--- src/rtl/ahfp_cordic_range_fold.sv ---
// Range-fold wrapper around the CORDIC cosine pipeline: folds a Q2.29 angle into
// [-pi/2, pi/2] and sign-corrects the returned cosine. Define AHFP_CORDIC_SIN_EN to add the sine path.
module ahfp_cordic_range_fold #(
    parameter int CORDIC_LAT = 10,
    parameter int WIDTH      = 32
) (
    input  logic             clk,
    input  logic             rst_n,
    input  logic             in_valid,
    output logic             in_ready,
    input  logic [WIDTH-1:0] in_theta,
    output logic [WIDTH-1:0] theta_out,
    output logic [WIDTH-1:0] x_start,
    output logic [WIDTH-1:0] y_start,
    input  logic [WIDTH-1:0] x_cos_in,
    output logic             res_valid,
    output logic [WIDTH-1:0] cos_out,
    output logic             res_neg
`ifdef AHFP_CORDIC_SIN_EN
    ,
    input  logic [WIDTH-1:0] y_sin_in,
    output logic [WIDTH-1:0] sin_out
`endif
);

    localparam logic signed [WIDTH-1:0] C_PI          = WIDTH'(32'h6487ED51);
    localparam logic signed [WIDTH-1:0] C_HALF_PI     = WIDTH'(32'h3243F6A8);
    localparam logic signed [WIDTH-1:0] C_NEG_HALF_PI = WIDTH'(32'hCDBC0958);

    typedef enum logic {S_IDLE, S_FOLD} state_t;

    state_t                  r_state;
    state_t                  w_state_nxt;
    logic                    w_accept;
    logic signed [WIDTH-1:0] r_theta_p0;
    logic signed [WIDTH-1:0] w_fold_theta;
    logic                    w_fold_neg;
    logic        [WIDTH-1:0] r_theta_p1;
    logic                    r_vld_p1;
    logic                    r_neg_p1;
    logic   [CORDIC_LAT-1:0] r_vld_dl;
    logic   [CORDIC_LAT-1:0] r_neg_dl;
    logic                    r_vld_p2;
    logic        [WIDTH-1:0] r_cos_p2;
    logic                    r_neg_p2;

    function automatic logic [WIDTH-1:0] f_cond_neg(input logic signed [WIDTH-1:0] v,
                                                    input logic neg);
        return neg ? -v : v;
    endfunction

    assign x_start   = WIDTH'(32'h20000000);
    assign y_start   = '0;
    assign theta_out = r_theta_p1;
    assign res_valid = r_vld_p2;
    assign cos_out   = r_cos_p2;
    assign res_neg   = r_neg_p2;

    always_ff @(posedge clk or negedge rst_n) begin
        if (!rst_n) r_state <= S_IDLE;
        else        r_state <= w_state_nxt;
    end

    always_comb begin
        w_state_nxt = r_state;
        in_ready    = 1'b0;
        w_accept    = 1'b0;
        case (r_state)
            S_IDLE: begin
                in_ready = 1'b1;
                if (in_valid) begin
                    w_accept    = 1'b1;
                    w_state_nxt = S_FOLD;
                end
            end
            S_FOLD:  w_state_nxt = S_IDLE;
            default: w_state_nxt = S_IDLE;
        endcase
    end

    // p0: captured request angle
    always_ff @(posedge clk) begin
        if (w_accept) r_theta_p0 <= in_theta;
    end

    // One fold suffices because the input range is [-4,4) and pi > 3.
    always_comb begin
        w_fold_theta = r_theta_p0;
        w_fold_neg   = 1'b0;
        if (r_theta_p0 > C_HALF_PI) begin
            w_fold_theta = r_theta_p0 - C_PI;
            w_fold_neg   = 1'b1;
        end else if (r_theta_p0 < C_NEG_HALF_PI) begin
            w_fold_theta = r_theta_p0 + C_PI;
            w_fold_neg   = 1'b1;
        end
    end

    // p1: folded angle to the CORDIC, flag enters the delay line alongside it
    always_ff @(posedge clk or negedge rst_n) begin
        if (!rst_n) begin
            r_theta_p1 <= '0;
            r_vld_p1   <= 1'b0;
            r_neg_p1   <= 1'b0;
            r_vld_dl   <= '0;
            r_neg_dl   <= '0;
        end else begin
            r_vld_p1 <= (r_state == S_FOLD);
            r_neg_p1 <= w_fold_neg;
            if (r_state == S_FOLD) r_theta_p1 <= w_fold_theta;
            r_vld_dl <= {r_vld_dl[CORDIC_LAT-2:0], r_vld_p1};
            r_neg_dl <= {r_neg_dl[CORDIC_LAT-2:0], r_neg_p1};
        end
    end

    // p2: tail of the delay line lines up with the CORDIC result for that angle
    always_ff @(posedge clk or negedge rst_n) begin
        if (!rst_n) begin
            r_vld_p2 <= 1'b0;
            r_cos_p2 <= '0;
            r_neg_p2 <= 1'b0;
        end else begin
            r_vld_p2 <= r_vld_dl[CORDIC_LAT-1];
            if (r_vld_dl[CORDIC_LAT-1]) begin
                r_cos_p2 <= f_cond_neg(x_cos_in, r_neg_dl[CORDIC_LAT-1]);
                r_neg_p2 <= r_neg_dl[CORDIC_LAT-1];
            end
        end
    end

`ifdef AHFP_CORDIC_SIN_EN
    logic [WIDTH-1:0] r_sin_p2;

    assign sin_out = r_sin_p2;

    always_ff @(posedge clk or negedge rst_n) begin
        if (!rst_n)                      r_sin_p2 <= '0;
        else if (r_vld_dl[CORDIC_LAT-1]) r_sin_p2 <= f_cond_neg(y_sin_in, r_neg_dl[CORDIC_LAT-1]);
    end
`endif

endmodule

--- config.mk ---
export PLATFORM = sky130hd
export DESIGN_NAME = ahfp_cordic_range_fold
export DESIGN_NICKNAME = d
export VERILOG_FILES = /design/src/rtl/ahfp_cordic_range_fold.sv
export SDC_FILE = /design/constraint.sdc
export NUM_CORES = 1
export LEC_CHECK = 0
export CAP_MARGIN = 10
export CORE_AREA = 10 10 142 144
export DETAILED_ROUTE_END_ITERATION = 6
export DIE_AREA = 0 0 152 154
export HOLD_SLACK_MARGIN = 0.08
export PLACE_DENSITY = 0.68
export RECOVER_POWER = 50
export SYNTH_ARGS = -nofsm -noshare
export SYNTH_HDL_FRONTEND = slang
export SYNTH_SLANG_ARGS = --single-unit
export TNS_END_PERCENT = 50
--- constraint.sdc ---
create_clock -name clk -period 3.4 [get_ports clk]
set_input_delay 0.34 -clock clk [delete_from_list [all_inputs] [get_ports clk]]
set_output_delay 0.34 -clock clk [all_outputs]
set_load 0.03 [all_outputs]
### Yosys cells after proc, flatten, opt, wreduce, memory -nomap -nowiden

Index checks and enable logic that the tools add are counted.

* flip-flop bits (word level): 121
* output and inout port bits: 131

* add/subtract/negate cells: 3
* magnitude comparators: 2
* mux-type cells: 9
* bitwise operators: 1

Operator list (number)
* 32-bit 2-to-1 mux: 3
* 32-bit adder (second input constant): 1
* 32-bit by 31-bit greater-than comparator with 1-bit output (second input constant): 1
* 32-bit by 31-bit < comparator with 1-bit output (second input constant): 1
* 32-bit negator: 1
* 32-bit subtractor (second input constant): 1
* 1-bit 2-to-1 mux: 5
* 1-bit one-hot mux with 2 select lines: 1
* 1-bit NOT: 1

### Longest topological paths before layout

* depth after elaboration: 3
* gate-level depth with buffers: 10
* gate-level depth less buffers: 9

### Least setup slack after synthesis

Ideal clock, no wire load.

* path kind: register -> register
* from: register r_theta_p0[20]
* to: register r_theta_p1[28] (netlist: theta_out[28])
* arrival time: 2.633 ns
* setup slack: 0.642 ns
* stages on the path, launching flop included: 10
* buffers on the path: 2
* path through: edfxtp_1 -> buf_2 -> or4_4 -> nor4_4 -> o2111ai_2 -> a221oi_4 -> buf_2 -> a32oi_1 -> xnor2_1 -> mux2_2

* word-level cells in the longest chain between the ends: 3

RTL lines
* start, declared: line 35 `logic signed [WIDTH-1:0] r_theta_p0;`
* start signal, assigned: line 83 `if (w_accept) r_theta_p0 <= in_theta;`
* 32-bit adder / 32-bit by 31-bit < comparator with 1-bit output (equally long branches): line 94, 93
* 32-bit 2-to-1 mux: line 93 `end else if (r_theta_p0 < C_NEG_HALF_PI) begin`
* 32-bit 2-to-1 mux (*): line 90 `if (r_theta_p0 > C_HALF_PI) begin`
* end signal, assigned: line 110 `if (r_state == S_FOLD) r_theta_p1 <= w_fold_theta;`
* end, declared: line 38 `logic [WIDTH-1:0] r_theta_p1;`

Every way passes the cells marked *; elsewhere a longest branch is shown, timed or not.
A chain may end at the register's enable or synchronous reset.

### Worst setup path in the final report

* from: register r_theta_p0[25]
* to: register r_theta_p1[25] (netlist: theta_out[25])

Same word-level chain as after synthesis.

==> run summary <==
The worst register-to-register path begins at r_theta_p0[25]$_DFFE_PP_. The final routed wirelength across all metal layers came out at 18700 um. The internal cell power came out at 3150 uW. The post-synthesis mux area share was 4.56%; the final HPWL from detailed placement was 13900 um.

Based on the critical path, the design can be clocked at up to 319 MHz. The final reports fail on capacitance limit, slew limit. Dividing the detail-routed wire length by the instance count gives 17.9 um. The parity-gate share of the synthesized area counting xor and xnor cells came out at 6.96%. The synthesized-area fraction occupied by and/or/nand/nor cells is 13.2%.

Switching share of power: 33.8%. The worst reg-to-reg path cell count was 7; the relative slew slack was -27.0%. The area of all sequential standard cells is 3190 um2, and the worst-path maximum fanout is 14. TritonCTS built the clock tree.

Most repeated cell in the gate-level netlist after synthesis: sky130_fd_sc_hd__dfrtp_1. The area of the mapped netlist came out at 6800 um2. The worst-case IR drop observed on VDD is 0.353 mV.

Prior to clock tree synthesis, the placed netlist has a worst setup slack of 0.142 ns. The last weighted congestion value of the routability-driven placer came out at 0.893. The worst register-to-register path ends at theta_out[25]$_DFFE_PN0P_. The starting utilization of the core area is 39.6%. Counting flops with an async set or reset pin after synthesis yields a share of 73.6%. Leakage power: 0.00345 uW. Element type at the critical path start: a flop. The overall overflow remaining after global route was 0. The tools report the max-cap check violation count as 2. The tools report the utilization after layout as 50.6%. Setup repair after global routing left no endpoint under its margin. The netlist uses 72 different library cells. Compared with the post-synthesis result, the final layout area differs by 28.0%. The run gives 33.8% as the share of power burned in the clock network.

The max-slew violation count is 105. No sink is reached through more buffers than the 2 on the longest clock path. The clock arrives with 0.00736 ns of skew. By area the synthesized netlist is led by sky130_fd_sc_hd__dfrtp_1 (33%), sky130_fd_sc_hd__edfxtp_1 (14%), sky130_fd_sc_hd__buf_4 (7.2%). The compound-gate portion of the synthesized area was 17.0%; the average via count per standard cell was 5.18. Number of diodes: 0.

Setup slack on the worst reg-to-reg path comes out at 0.27 ns. The initial antenna violation count was 0; the fill cell instance count of the final layout was 1584. The die span in y came out at 154 um. The number of synthesized register bits came out at 121. The top flip-flop cell by instance count after synthesis is sky130_fd_sc_hd__dfrtp_1.

The number of failing hold endpoints at the final stage was 0; the global router's overall resource usage was 15.7%. In the routed design, unresolved DRC markers number 0. The combinational share of power is 27.6%. The count of input and output buffers was 133. Counting instances in the post-synthesis netlist gives the leading cell types as sky130_fd_sc_hd__dfrtp_1 (89), sky130_fd_sc_hd__buf_4 (65), sky130_fd_sc_hd__nor2_1 (61), sky130_fd_sc_hd__a21oi_1 (48), sky130_fd_sc_hd__xor2_1 (34). Buffers inserted during clock tree synthesis total 17. The area of the multi-input gates was 3120 um2.

The tools report the start point of the worst hold path as r_vld_dl[7]$_DFF_PN0_. The main combinational cell family by area after synthesis was compound AO/OA/AOI/OAI gates. Counting instances, the worst hold path has a depth of 0.

Cells with a size suffix above 1 make up 12.5% of the layout. The worst path in the final design needs a cycle of 3.13 ns, including I/O delays and setup. The flow ran to the end, but the final reports show violations. The power density normalized to cell area was 547 nW/um2. Walking the worst path, the cells encountered are or4b_1 -> or4_1 -> a211oi_2 -> nor2_2 -> a32o_1 -> xor2_1 -> mux2_2. The tools report the total number of clock tree sinks as 121.

Summed over all instances, the cell type with the most area after synthesis is sky130_fd_sc_hd__dfrtp_1. The via count of the first global-routing pass is 5362, and the clock transition time at the flip-flop clock pins of the worst setup and hold paths is 0.06 ns. For this design, the slowest cell found on the critical path is sky130_fd_sc_hd__or4b_1. Setup violations remaining at the end of the flow were counted as 0. The run gives 0 as the number of antenna-violating nets in the routed design.

Clock root buffer: sky130_fd_sc_hd__clkbuf_16. Number of enable flip-flop cells after synthesis: 32. The nature of the critical path endpoint was a flop. During synthesis, Yosys emitted a total of 0 warnings. The tools report the post-synthesis sequential area ratio as 46.9%. Data on the critical path arrives at its endpoint at 3.43 ns. In this run, post-CTS repair resized a total of 0 instances. For the worst setup path, the data required time is 3.70 ns. The hold-critical path endpoint is r_vld_dl[8]$_DFF_PN0_.

In this run the worst hold path is classified as flop to flop. Clock latency on the worst-skew pair, taken at its later pin, is 0.42 ns. By startpoint and endpoint, the worst setup path is classified as flop to flop. The slew of the pin with the lowest slew margin is 1.91 ns, and the setup TNS is 0 ns. The die area came out at 23400 um2.

In this run the power spent charging and discharging nets is 1610 uW. The critical path starts at r_theta_p0[25]$_DFFE_PP_. Entering global routing, the biggest net connects 69 pins. For the total via count after detailed routing, the log shows 5405. At the end of the flow, the number of nets in the layout was 876. Of the available clock period, the critical path in the final layout requires 92.2%.

The depth of the CTS H-tree was 4. The top cell type's share of synthesized area came out at 32.8%. The worst path meets setup with 0.265 ns of slack. Measured along the x axis, the die boundary spans 152 um. The delay contributed by the slowest stage of the critical path is 0.58 ns, and the synthesized area divided by synthesized cell count is 10.1 um2. The area of the core region is 17200 um2. The number of ports placed on the die boundary came out at 198.

The logs give 362 for the number of violations reported at the end of detailed-routing iteration 0 and 38.6% for the sequential share of power. Synthesis produced a netlist whose cell count is 672. The detailed-router iteration count before antenna repair came out at 7. After floorplanning, the core was divided into 48 placement rows. After Yosys synthesis, full adders, half adders and majority gates account for 0.552% of the synthesized area. The first global-routing pass estimated 29900 um of wire.
[sequential cells by signal (all words and copies together) (netlist names)]
name / cells
cos_out: 32
r_neg_dl: 10
r_neg_p1: 1
r_state: 1
r_theta_p0: 32
r_vld_dl: 10
r_vld_p1: 1
res_neg: 1
res_valid: 1
theta_out: 32
[layout make-up]
class                   count  area share (%)
repair buffers            161            17.6
multi-input cells         491            35.8
clock inverters            14            1.19
flip-flops and latches    121            36.6
clock buffers              18            4.93
well taps                 225            3.24
inverters                  14           0.604
[cell families after synthesis]
kind of cell | after synthesis
xor+xnor | 54
simple gates | 177
compound gates | 165
buf+inv | 122
fa+ha+maj | 3
flops | 121
other cells | 2
mux | 28
[worst max-delay path by stage]
stage,depth (start not counted),endpoint,slack [ns]
2_1_floorplan,9,theta_out[28]$_DFFE_PN0P_,0.64
3_3_place_gp,10,cos_out[28]$_DFFE_PN0P_,0.13
3_5_place_dp,10,cos_out[28]$_DFFE_PN0P_,0.14
4_1_cts,7,theta_out[25]$_DFFE_PN0P_,0.30
5_1_grt,7,theta_out[25]$_DFFE_PN0P_,0.11
6_report,7,theta_out[25]$_DFFE_PN0P_,0.27
[critical path: cells and delay by family, from the launching register on]
family | cells | cell delay (ns)
AOI/OAI and AO/OA | 2 | 0.71
muxes | 1 | 0.27
DFF | 1 | 0.50
and+or+nand+nor | 3 | 1.38
xor gates and xnor gates | 1 | 0.14
[power by group through the flow]
stage	clock, uW	combinational (uW)	sequential, uW
2_1_floorplan	0	553	2110
3_3_place_gp	0	1320	1860
3_5_place_dp	0	1330	1860
4_1_cts	1650	1330	1840
5_1_grt	1710	1400	1870
6_report	1610	1310	1840
[stage by stage]
stage               hold WS (ns)  total power, uW  area, um2  std cells
floorplan                 0.0444             2670       7030        734
global placement           0.331             3180       8170       1011
detailed placement         0.335             3190       8170       1011
CTS                        0.348             4820       8720       1044
global route               0.351             4980       8700       1044
finish                     0.342             4760       8700       1044
[cell usage in the layout, fill, tap and decap left out, types with 9 or more instances in the layout]
master / instances
sky130_fd_sc_hd__a21oi_1: 48
sky130_fd_sc_hd__edfxtp_1: 32
sky130_fd_sc_hd__nand2_1: 32
sky130_fd_sc_hd__nor4_1: 11
sky130_fd_sc_hd__inv_1: 13
sky130_fd_sc_hd__o31ai_1: 11
sky130_fd_sc_hd__nor3_1: 15
sky130_fd_sc_hd__nand3_1: 17
sky130_fd_sc_hd__conb_1: 64
sky130_fd_sc_hd__a31oi_1: 9
sky130_fd_sc_hd__clkbuf_16: 17
sky130_fd_sc_hd__buf_4: 24
sky130_fd_sc_hd__mux2_2: 24
sky130_fd_sc_hd__clkdlybuf4s50_1: 100
sky130_fd_sc_hd__dfrtp_1: 89
sky130_fd_sc_hd__xnor2_1: 20
sky130_fd_sc_hd__xor2_1: 34
sky130_fd_sc_hd__dlygate4sd3_1: 33
sky130_fd_sc_hd__o21ai_0: 28
sky130_fd_sc_hd__nor2_1: 61
[routing by layer]
metal | global-route usage (%) | part of all wire [%] | up-vias
li1 | - | - | 2576
met1 | 20.3 | 44 | 2538
met2 | 23.9 | 46 | 261
met3 | 5.33 | 7.9 | 30
met4 | 5.78 | 1.8 | 0
met5 | 0 | 0 | -
[what timing repair did]
item                                   in CTS  in global routing
endpoints found under the hold margin      23                  0
hold buffers                                1                  0
buffers inserted                            0                  0
(Power assumes the default switching activity.)
